## src/rtl/seg_price_display.sv

```systemverilog
// Taxi-meter display back-end: fare -> BCD -> 6-digit muxed 7-seg.
// Optional macro SEG_BLANK_EN enables leading-zero blanking.
//
// Ports:
//   sys_clk   : system clock (50 MHz)
//   sys_rst_n : asynchronous active-low reset
//   data      : unsigned fare value, saturated at DATA_MAX
//   point     : decimal-point mask, bit i = digit i (0 = rightmost)
//   sign      : 1 = show a minus sign left of the number
//   seg_en    : 1 = display on, 0 = all digits off
//   sel       : one-hot active-high digit select
//   seg       : active-low segments {dp,g,f,e,d,c,b,a}
module seg_price_display #(
    parameter logic [15:0] CNT_SCAN = 16'd49_999,
    parameter logic [19:0] DATA_MAX = 20'd999_999
) (
    input  logic        sys_clk,
    input  logic        sys_rst_n,
    input  logic [19:0] data,
    input  logic [5:0]  point,
    input  logic        sign,
    input  logic        seg_en,
    output logic [5:0]  sel,
    output logic [7:0]  seg
);

    typedef enum logic [1:0] {
        IDLE,
        CONV,
        DONE
    } state_t;

    state_t      state;
    logic [19:0] bin;
    logic [23:0] bcd;
    logic [23:0] bcd_adj;
    logic [4:0]  shift_cnt;
    logic [5:0]  sh_point;
    logic        sh_sign;

    logic [23:0] disp_bcd;
    logic [5:0]  disp_point;
    logic        disp_sign;

    logic [15:0] cnt;
    logic [2:0]  idx;

    logic [5:0]  blank;
    logic [5:0]  minus;
    logic [3:0]  digit;
    logic [7:0]  seg_next;

    function automatic logic [7:0] seg_code(input logic [3:0] d);
        logic [7:0] c;
        case (d)
            4'd0:    c = 8'hC0;
            4'd1:    c = 8'hF9;
            4'd2:    c = 8'hA4;
            4'd3:    c = 8'hB0;
            4'd4:    c = 8'h99;
            4'd5:    c = 8'h92;
            4'd6:    c = 8'h82;
            4'd7:    c = 8'hF8;
            4'd8:    c = 8'h80;
            4'd9:    c = 8'h90;
            default: c = 8'hFF;
        endcase
        return c;
    endfunction

    // Double-dabble correction applied before each shift.
    always_comb begin
        bcd_adj = bcd;
        for (int i = 0; i < 6; i++) begin
            if (bcd[i*4 +: 4] >= 4'd5) begin
                bcd_adj[i*4 +: 4] = bcd[i*4 +: 4] + 4'd3;
            end
        end
    end

    // Converter runs continuously; display regs update atomically in DONE.
    always_ff @(posedge sys_clk or negedge sys_rst_n) begin
        if (!sys_rst_n) begin
            state      <= IDLE;
            bin        <= '0;
            bcd        <= '0;
            shift_cnt  <= '0;
            sh_point   <= '0;
            sh_sign    <= 1'b0;
            disp_bcd   <= '0;
            disp_point <= '0;
            disp_sign  <= 1'b0;
        end else begin
            case (state)
                IDLE: begin
                    bin       <= (data > DATA_MAX) ? DATA_MAX : data;
                    sh_point  <= point;
                    sh_sign   <= sign;
                    bcd       <= '0;
                    shift_cnt <= '0;
                    state     <= CONV;
                end
                CONV: begin
                    {bcd, bin} <= {bcd_adj, bin} << 1;
                    shift_cnt  <= shift_cnt + 5'd1;
                    if (shift_cnt == 5'd19) begin
                        state <= DONE;
                    end
                end
                DONE: begin
                    disp_bcd   <= bcd;
                    disp_point <= sh_point;
                    disp_sign  <= sh_sign;
                    state      <= IDLE;
                end
                default: state <= IDLE;
            endcase
        end
    end

`ifdef SEG_BLANK_EN
    logic       run;
    logic [2:0] ms;
`endif

    // blank: digit suppressed; minus: digit carries the sign.
    always_comb begin
        blank = '0;
        minus = '0;
`ifdef SEG_BLANK_EN
        run = 1'b1;
        ms  = 3'd0;
        // Blanking stops at the first nonzero digit or set point bit.
        for (int i = 5; i >= 1; i--) begin
            run = run && (disp_bcd[i*4 +: 4] == 4'd0)
                      && !disp_point[i];
            blank[i] = run;
        end
        for (int i = 0; i < 6; i++) begin
            if (!blank[i]) begin
                ms = 3'(i);
            end
        end
        if (disp_sign && (ms < 3'd5)) begin
            minus[ms + 3'd1] = 1'b1;
        end
`else
        // Without blanking only a zero top digit can carry the sign.
        minus[5] = disp_sign && (disp_bcd[23:20] == 4'd0);
`endif
    end

    always_comb begin
        digit = disp_bcd[{idx, 2'b00} +: 4];
        if (minus[idx]) begin
            seg_next = 8'hBF;
        end else if (blank[idx]) begin
            seg_next = 8'hFF;
        end else begin
            seg_next = seg_code(digit);
        end
        if (disp_point[idx]) begin
            seg_next[7] = 1'b0;
        end
    end

    // Scanner keeps running while the display is disabled.
    always_ff @(posedge sys_clk or negedge sys_rst_n) begin
        if (!sys_rst_n) begin
            cnt <= '0;
            idx <= '0;
            sel <= '0;
            seg <= 8'hFF;
        end else begin
            if (cnt == CNT_SCAN) begin
                cnt <= '0;
                idx <= (idx == 3'd5) ? 3'd0 : idx + 3'd1;
            end else begin
                cnt <= cnt + 16'd1;
            end
            if (seg_en) begin
                sel <= 6'd1 << idx;
                seg <= seg_next;
            end else begin
                sel <= '0;
                seg <= 8'hFF;
            end
        end
    end

endmodule

```

## config.mk

```make
export PLATFORM = sky130hd
export DESIGN_NAME = seg_price_display
export DESIGN_NICKNAME = d
export VERILOG_FILES = /design/src/rtl/seg_price_display.sv
export SDC_FILE = /design/constraint.sdc
export NUM_CORES = 1
export LEC_CHECK = 0
export BUFFER_PORTS_ARGS = -buffer_cell sky130_fd_sc_hd__buf_4
export CORE_AREA = 2 2 113 88
export DETAILED_ROUTE_END_ITERATION = 8
export DIE_AREA = 0 0 115 90
export GPL_TIMING_DRIVEN = 0
export HOLD_SLACK_MARGIN = 0.1
export PLACE_DENSITY_LB_ADDON = 0.1
export SYNTH_ARGS = -nofsm -noshare
export SYNTH_HDL_FRONTEND = slang
export SYNTH_SLANG_ARGS = --single-unit
```

## constraint.sdc

```tcl
create_clock -name sys_clk -period 3.9 [get_ports sys_clk]
set_input_delay 0.39 -clock sys_clk [delete_from_list [all_inputs] [get_ports sys_clk]]
set_output_delay 0.39 -clock sys_clk [all_outputs]
set_load 0.1 [all_outputs]
```

==> results.ini, run 1 <==
[status]
status = completed

[yosys]
synth_top_area_cell = dfrtp_1
synth.distinct_cells = 55
ys_seq_elements = 122
ys_seq_area_share_pct = 52.4
yosysTopAreaCellShare_pct = 48.8
synthCells = 564
yosys_warnings = 0
syn_area_mm2 = 0.00585
syn_nets = 614
syn_avg_cell_area_um2 = 10.4
synth_area_leaders = dfrtp_1 (49%), nand2_1 (4.9%), ha_1 (4.3%)

[sta]
final_hold_viol_count = 0
slew_viol_final = 0
hold_slack_ns = 0.162
period_minus_slack_ns = 2.12
rsz0062_at_grt = no
worst_slew_pin_slew_ns = 0.842
max_freq_ghz = 0.472
min_period_over_period_pct = 54.3
fin_skew_ns = 0.00725
timing.setup.tns_ns = 0
setup_viol = 0
maxSlewHeadroom_pct = 43.6

[placed_design]
port_buffers = 43
dpl.hpwl_mm = 8.57
dpl.cell_count = 723
gp_congestion = 0.840

[global_route]
grt_pass1_wl_mm = 21.1
grt_max_degree = 64
antenna_found_initial = 0
groute.usage.overall_pct = 26.4
grt_pass1_vias = 4244
grt-ovfl-total = 0

[cts]
cts_root_buffer = clkbuf_16
cts_tree = done
cts_made_buffers = 17
cts_max_path_buffers = 2
cts_htree_levels = 4
clock_latency_ns = 0.41
clk_pin_slew_ns = 0.05
clkSinkCount = 122
cts_resized = 0

[cells_and_area]
final_core_util_pct = 74.9
antenna_cells = 0
finalNetCount = 678
seqCellArea_mm2 = 0.00306
drive_gt1_share_pct = 18.8
multi_input_area_mm2 = 0.00256
fillCellCount = 655
instances_no_fill = 755
syn_to_final_growth_pct = 19.1

[floorplan]
die_h_um = 90
die_area_mm2 = 0.0104
start_util_pct = 62.8
core_mm2 = 0.00931
dieWidth_um = 115
core.rowCount = 31
io_pins = 44

[critical_path]
path_class = reg -> reg
required_ns = 4.22
critPathMaxFanout = 10
endpoint_kind = flop
worstPathArrival_ns = 2.43
setup.worst_path.start_class = flop

[power]
peakVddDrop_uv = 324
power.density_mw_per_mm2 = 547
leakagePower_nw = 3.24
power_mw = 3.81

[route]
ant_nets = 0
routed_via_density = 5.75
routedWlPerCell_um = 16.6
drc = 0
drt-initial-drc-count = 387
dr.pass1.iters = 6
dr_total_vias = 4344
wirelength_mm = 12.6

[flow_run]
maxCapViolCount = 0

[min_path]
min_path_type = in -> reg

synthesized netlist by cell type (all sizes together):
master,n
and3,2
and3b,1
mux4,1
o21ai,45
and4,1
o21a,2
nand2,76
nand2b,11
o311ai,2
a31oi,1
ha,20
o32ai,5
xor2,11
nand3,12
xnor2,16
dfrtp,114
nor2b,5
dfstp,8
clkinv,1
buf,11
nor2,47
nor4,4
a221o,4
o31ai,1
clkbuf,15
mux2i,21
or4,1
a21boi,1
and4b,4
nand4,4
or3,1
nor3,8
or2,2
a21o,2
o22ai,15
mux2,20
o21bai,3
o211ai,1
and2,4
a21oi,25
inv,24
a22o,9
a22oi,3
through the flow:
step	worst slack (ns)	instance area (µm²)
6_report	1.78	6970
5_1_grt	1.67	6970
4_1_cts	1.81	6970
3_5_place_dp	1.90	6350
3_3_place_gp	1.99	6320
2_1_floorplan	2.16	5850
final timing paths:
check                             from            to  slack, ns  cells past startpoint
max reg2reg                     idx[0]        seg[4]       1.78                      9
max in group asynchronous    sys_rst_n        seg[7]       2.67                      3
max                             idx[0]        seg[4]       1.78                      9
min reg2reg                sh_point[5]   sh_point[5]       0.47                      2
min                             seg_en        seg[7]       0.16                      2
min in group asynchronous    sys_rst_n  disp_bcd[17]       0.53                      2
metal layers:
metal	global-route usage, %	up-vias	routed length (µm)
met5	0	-	0
met3	6.81	9	606
li1	-	2081	-
met1	39.0	2140	6080
met2	38.5	114	5760
met4	8.23	0	107
report_power, final:
| part | internal (mW) | switching (mW) | total, mW |
|---|---|---|---|
| logic | 0.231 | 0.473 | 0.704 |
| clock network | 1.10 | 0.537 | 1.63 |
| registers | 1.42 | 0.0611 | 1.48 |
state kept, by name, summed over array words and instances (netlist names):
name / cells
disp_sign: 1
bin: 20
cnt: 16
sel: 6
disp_point: 6
idx: 3
disp_bcd: 24
seg: 8
shift_cnt: 5
state: 2
sh_sign: 1
bcd: 24
sh_point: 6
timing repair:
action / in CTS / in global routing
buffers inserted: 0 / 0
hold buffers: 1 / 0
hold endpoints to repair: 56 / 0
layout make-up:
type | instances | share of cell area [%]
buffer | 26 | 1.87
clock buffer | 23 | 6.72
clock inverter | 8 | 2.05
inverter | 25 | 1.35
multi-input combinational | 391 | 36.8
sequential | 122 | 44.0
tap | 115 | 2.07
timing repair buffer | 45 | 5.23
cell families after synthesis:
group	share of synthesized area, %
xor+xnor	4.04
flops	52.4
simple gates	14.8
compound gates	12.8
fa+ha+maj	4.28
mux	7.83
buf+inv	3.83
critical path, stage by stage (launching register included):
cell and delay (ns):
dfrtp_1 0.48, buf_6 0.20, mux2i_1 0.23, o22ai_1 0.11, o21bai_1 0.25, inv_1 0.15
ha_1 0.16, inv_1 0.05, o21ai_0 0.25, o211ai_1 0.14
placed cells by master (no fill, tap or decap), drive strengths merged, types with 8 or more instances in the layout:
cell type	n
a21oi	25
a22o	9
buf	55
clkbuf	38
dfrtp	114
dfstp	8
ha	20
inv	24
mux2	20
mux2i	21
nand2	76
nand2b	11
nand3	12
nor2	47
nor3	8
o21ai	45
o22ai	15
xnor2	16
xor2	11
No activity file was read; power rests on OpenSTA's default activity.
==> run 2, diff against run 1 <==
Settings changed: CORE_AREA 2 2 113 88 to 2 2 124 96, DIE_AREA 0 0 115 90 to 0 0 126 98.
Clock period 3.9 ns to 1.7 ns, I/O delays scaled along.
==> run 2 against run 1 <==
  * The flow now finishes with violations (setup timing)
  * Combinational power increased to 2.7 times the previous value
  * Sequential share of layout area decreased by 3.2 points
  * Sequential power increased by 130%
  * Cell count increased by 9.0%
  * Clock skew increased by 0.0016 ns
  * Die area increased by 19%
  * Critical path type unchanged
  * Critical endpoint is now seg[2]
==> results.ini, run 2 (synthesis gave the netlist of run 1 again) <==
[global_route]
antenna_found_initial = 0  ; unchanged
grt-ovfl-total = 0  ; unchanged
grt_pass1_wl_mm = 22.1  ; was 21.1 mm
groute.usage.overall_pct = 22.9  ; was 26.4%
grt_max_degree = 63  ; was 64
grt_pass1_vias = 4441  ; was 4244

[power]
leakagePower_nw = 3.45  ; was 3.24 nW
power.density_mw_per_mm2 = 1180  ; was 547 mW/mm²
power_mw = 8.91  ; was 3.81 mW
peakVddDrop_uv = 694  ; was 324 µV

[sta]
worst_slew_pin_slew_ns = 0.554  ; was 0.842 ns
min_period_over_period_pct = 103  ; was 54.3%
rsz0062_at_grt = yes  ; was no
maxSlewHeadroom_pct = 63.1  ; was 43.6%
final_hold_viol_count = 0  ; unchanged
max_freq_ghz = 0.570  ; was 0.472 GHz
period_minus_slack_ns = 1.76  ; was 2.12 ns
slew_viol_final = 0  ; unchanged
setup_viol = 5  ; was 0
fin_skew_ns = 0.00889  ; was 0.00725 ns
worst_slack_ns = -0.0555  ; was 1.78 ns

[cells_and_area]
syn_to_final_growth_pct = 28.6  ; was 19.1%
top_regs = bcd x24, disp_bcd x24, bin x20  ; unchanged
final_cell_mix = dfrtp_1 (112), nand2_1 (75), buf_4 (57), nor2_1 (43), o21ai_0 (40)  ; was dfrtp_1 (114), nand2_1 (76), nor2_1 (46), buf_4 (45), o21ai_0 (43)
seqCellArea_mm2 = 0.00307  ; was 0.00306 mm²
antenna_cells = 0  ; unchanged
multi_input_area_mm2 = 0.00269  ; was 0.00256 mm²
finalNetCount = 716  ; was 678
final_common_cell = dfrtp_1  ; unchanged
drive_gt1_share_pct = 26.1  ; was 18.8%
fillCellCount = 877  ; was 655

[cts]
clkSinkCount = 122  ; unchanged
cts_tree = done  ; unchanged
cts_root_buffer = clkbuf_16  ; unchanged
clk_pin_slew_ns = 0.06  ; was 0.05 ns
clock_latency_ns = 0.41  ; about the same
cts_made_buffers = 17  ; unchanged
cts_htree_levels = 4  ; unchanged
cts_max_path_buffers = 2  ; unchanged

[critical_path]
cpMaxStageDelayCell = dfrtp_1  ; unchanged
setup.worst_path.start_class = flop  ; unchanged
cp_cell_sequence = buf_6, buf_8, mux2i_1, o22ai_1, o21bai_4, inv_4, ha_4, inv_2, o21a_1, o21ai_1  ; was buf_6, mux2i_1, o22ai_1, o21bai_1, inv_1, ha_1, inv_1, o21ai_0, o211ai_1
required_ns = 2.04  ; was 4.22 ns
critPathMaxFanout = 6  ; was 10
critical_path_buf_inv_count = 4  ; was 3
endpoint_kind = flop  ; unchanged
worstPathArrival_ns = 2.10  ; was 2.43 ns
path_class = reg -> reg  ; unchanged
cpLargestDelayFamily = compound AO/OA/AOI/OAI gates  ; unchanged
slowest_delay_ns = 0.37  ; was 0.48 ns

[route]
routed_via_density = 5.48  ; was 5.75
dr_total_vias = 4508  ; was 4344
top_layer = met4  ; unchanged
drt-initial-drc-count = 323  ; was 387
dr.pass1.iters = 5  ; was 6
dr_wl_met2_mm = 6.48  ; was 5.76 mm
drt-met1-wl_mm = 6.62  ; was 6.08 mm
ant_nets = 0  ; unchanged
drc = 0  ; unchanged
wl_met3_um = 543  ; was 606 µm
routedWlPerCell_um = 16.7  ; was 16.6 µm
wirelength_mm = 13.8  ; was 12.6 mm

[placed_design]
port_buffers = 43  ; unchanged
dpl.hpwl_mm = 8.89  ; was 8.57 mm
pre_cts_ws_ns = -0.187  ; was 1.90 ns
gp_congestion = 0.823  ; was 0.840

[floorplan]
core.rowCount = 34  ; was 31
start_util_pct = 52.1  ; was 62.8%
io_pins = 44  ; unchanged
die_area_mm2 = 0.0123  ; was 0.0104 mm²
core_mm2 = 0.0112  ; was 0.00931 mm²
dieWidth_um = 126  ; was 115 µm
die_h_um = 98  ; was 90 µm

[min_path]
min_path_type = in -> reg  ; unchanged

[flow_run]
maxCapViolCount = 0  ; unchanged

[status]
status = finished with violations  ; was completed
violations = setup timing

-- run 2: cell count changes in the layout (fill, tap and decap cells not counted), sizes merged --
cell	delta
dlygate4sd3	+22
buf	+15
clkinvlp	+3
bufinv	-2
clkinv	+2
clkbuf	-1
-- run 2: metrics by stage --
stage                     instance area [µm²]  setup TNS [ns]  hold WS (ns)  utilization, %  cells
final                                    7520          -0.207         0.163            67.0    823
after global routing                     7520          -0.662         0.147            67.0    823
after CTS                                7350         -0.0554         0.148            65.5    815
after detailed placement                 6390           -4.91         0.187            56.9    752
after global placement                   6360           -3.81         0.357            56.6    751
after floorplan                          5850               0        -0.126               -    564
-- run 2: worst paths after layout --
| path | from | endpoint | slack (ns) | cells past startpoint |
|---|---|---|---|---|
| hold reg to reg | sh_point[2] | sh_point[2] | 0.48 | 2 |
| setup / recovery | idx[1] | seg[2] | -0.06 | 10 |
| max in group asynchronous | sys_rst_n | shift_cnt[0] | 0.70 | 3 |
| min in group asynchronous | sys_rst_n | disp_point[0] | 0.30 | 2 |
| hold / removal | data[12] | bin[12] | 0.16 | 3 |
| setup reg to reg | idx[1] | seg[2] | -0.06 | 10 |
-- run 2: report_power, final --
group,switching (mW),internal [mW]
Sequential,0.158,3.25
Combinational,1.19,0.717
Clock,1.30,2.30
Total,2.64,6.27
-- run 2: what timing repair did --
item                       CTS  global route
setup endpoints to repair   54            48
pin swaps                    2            11
buffers inserted             9             7
hold endpoints to repair    77             0
gates cloned                 0             1
hold buffers                23             0
resized for setup           23            33
-- run 2: final cells by class --
cell class              count  share of cell area [%]
clock inverters            11                    1.58
flip-flops and latches    122                    40.7
repair buffers             84                    9.69
well taps                 144                    2.39
inverters                  25                    1.28
clock buffers              21                    6.39
multi-input cells         391                    35.8
plain buffers              25                    2.16
-- run 2: routing by layer --
layer,vias up,global-route usage (%)
met5,-,0
met1,2230,33.2
met2,97,34.4
li1,2164,-
met4,0,5.24
met3,17,6.58
-- run 2: worst min-delay path, cell delays in order --
cell and delay (ns):
buf_4 0.08, and4b_1 0.17, a221o_1 0.11
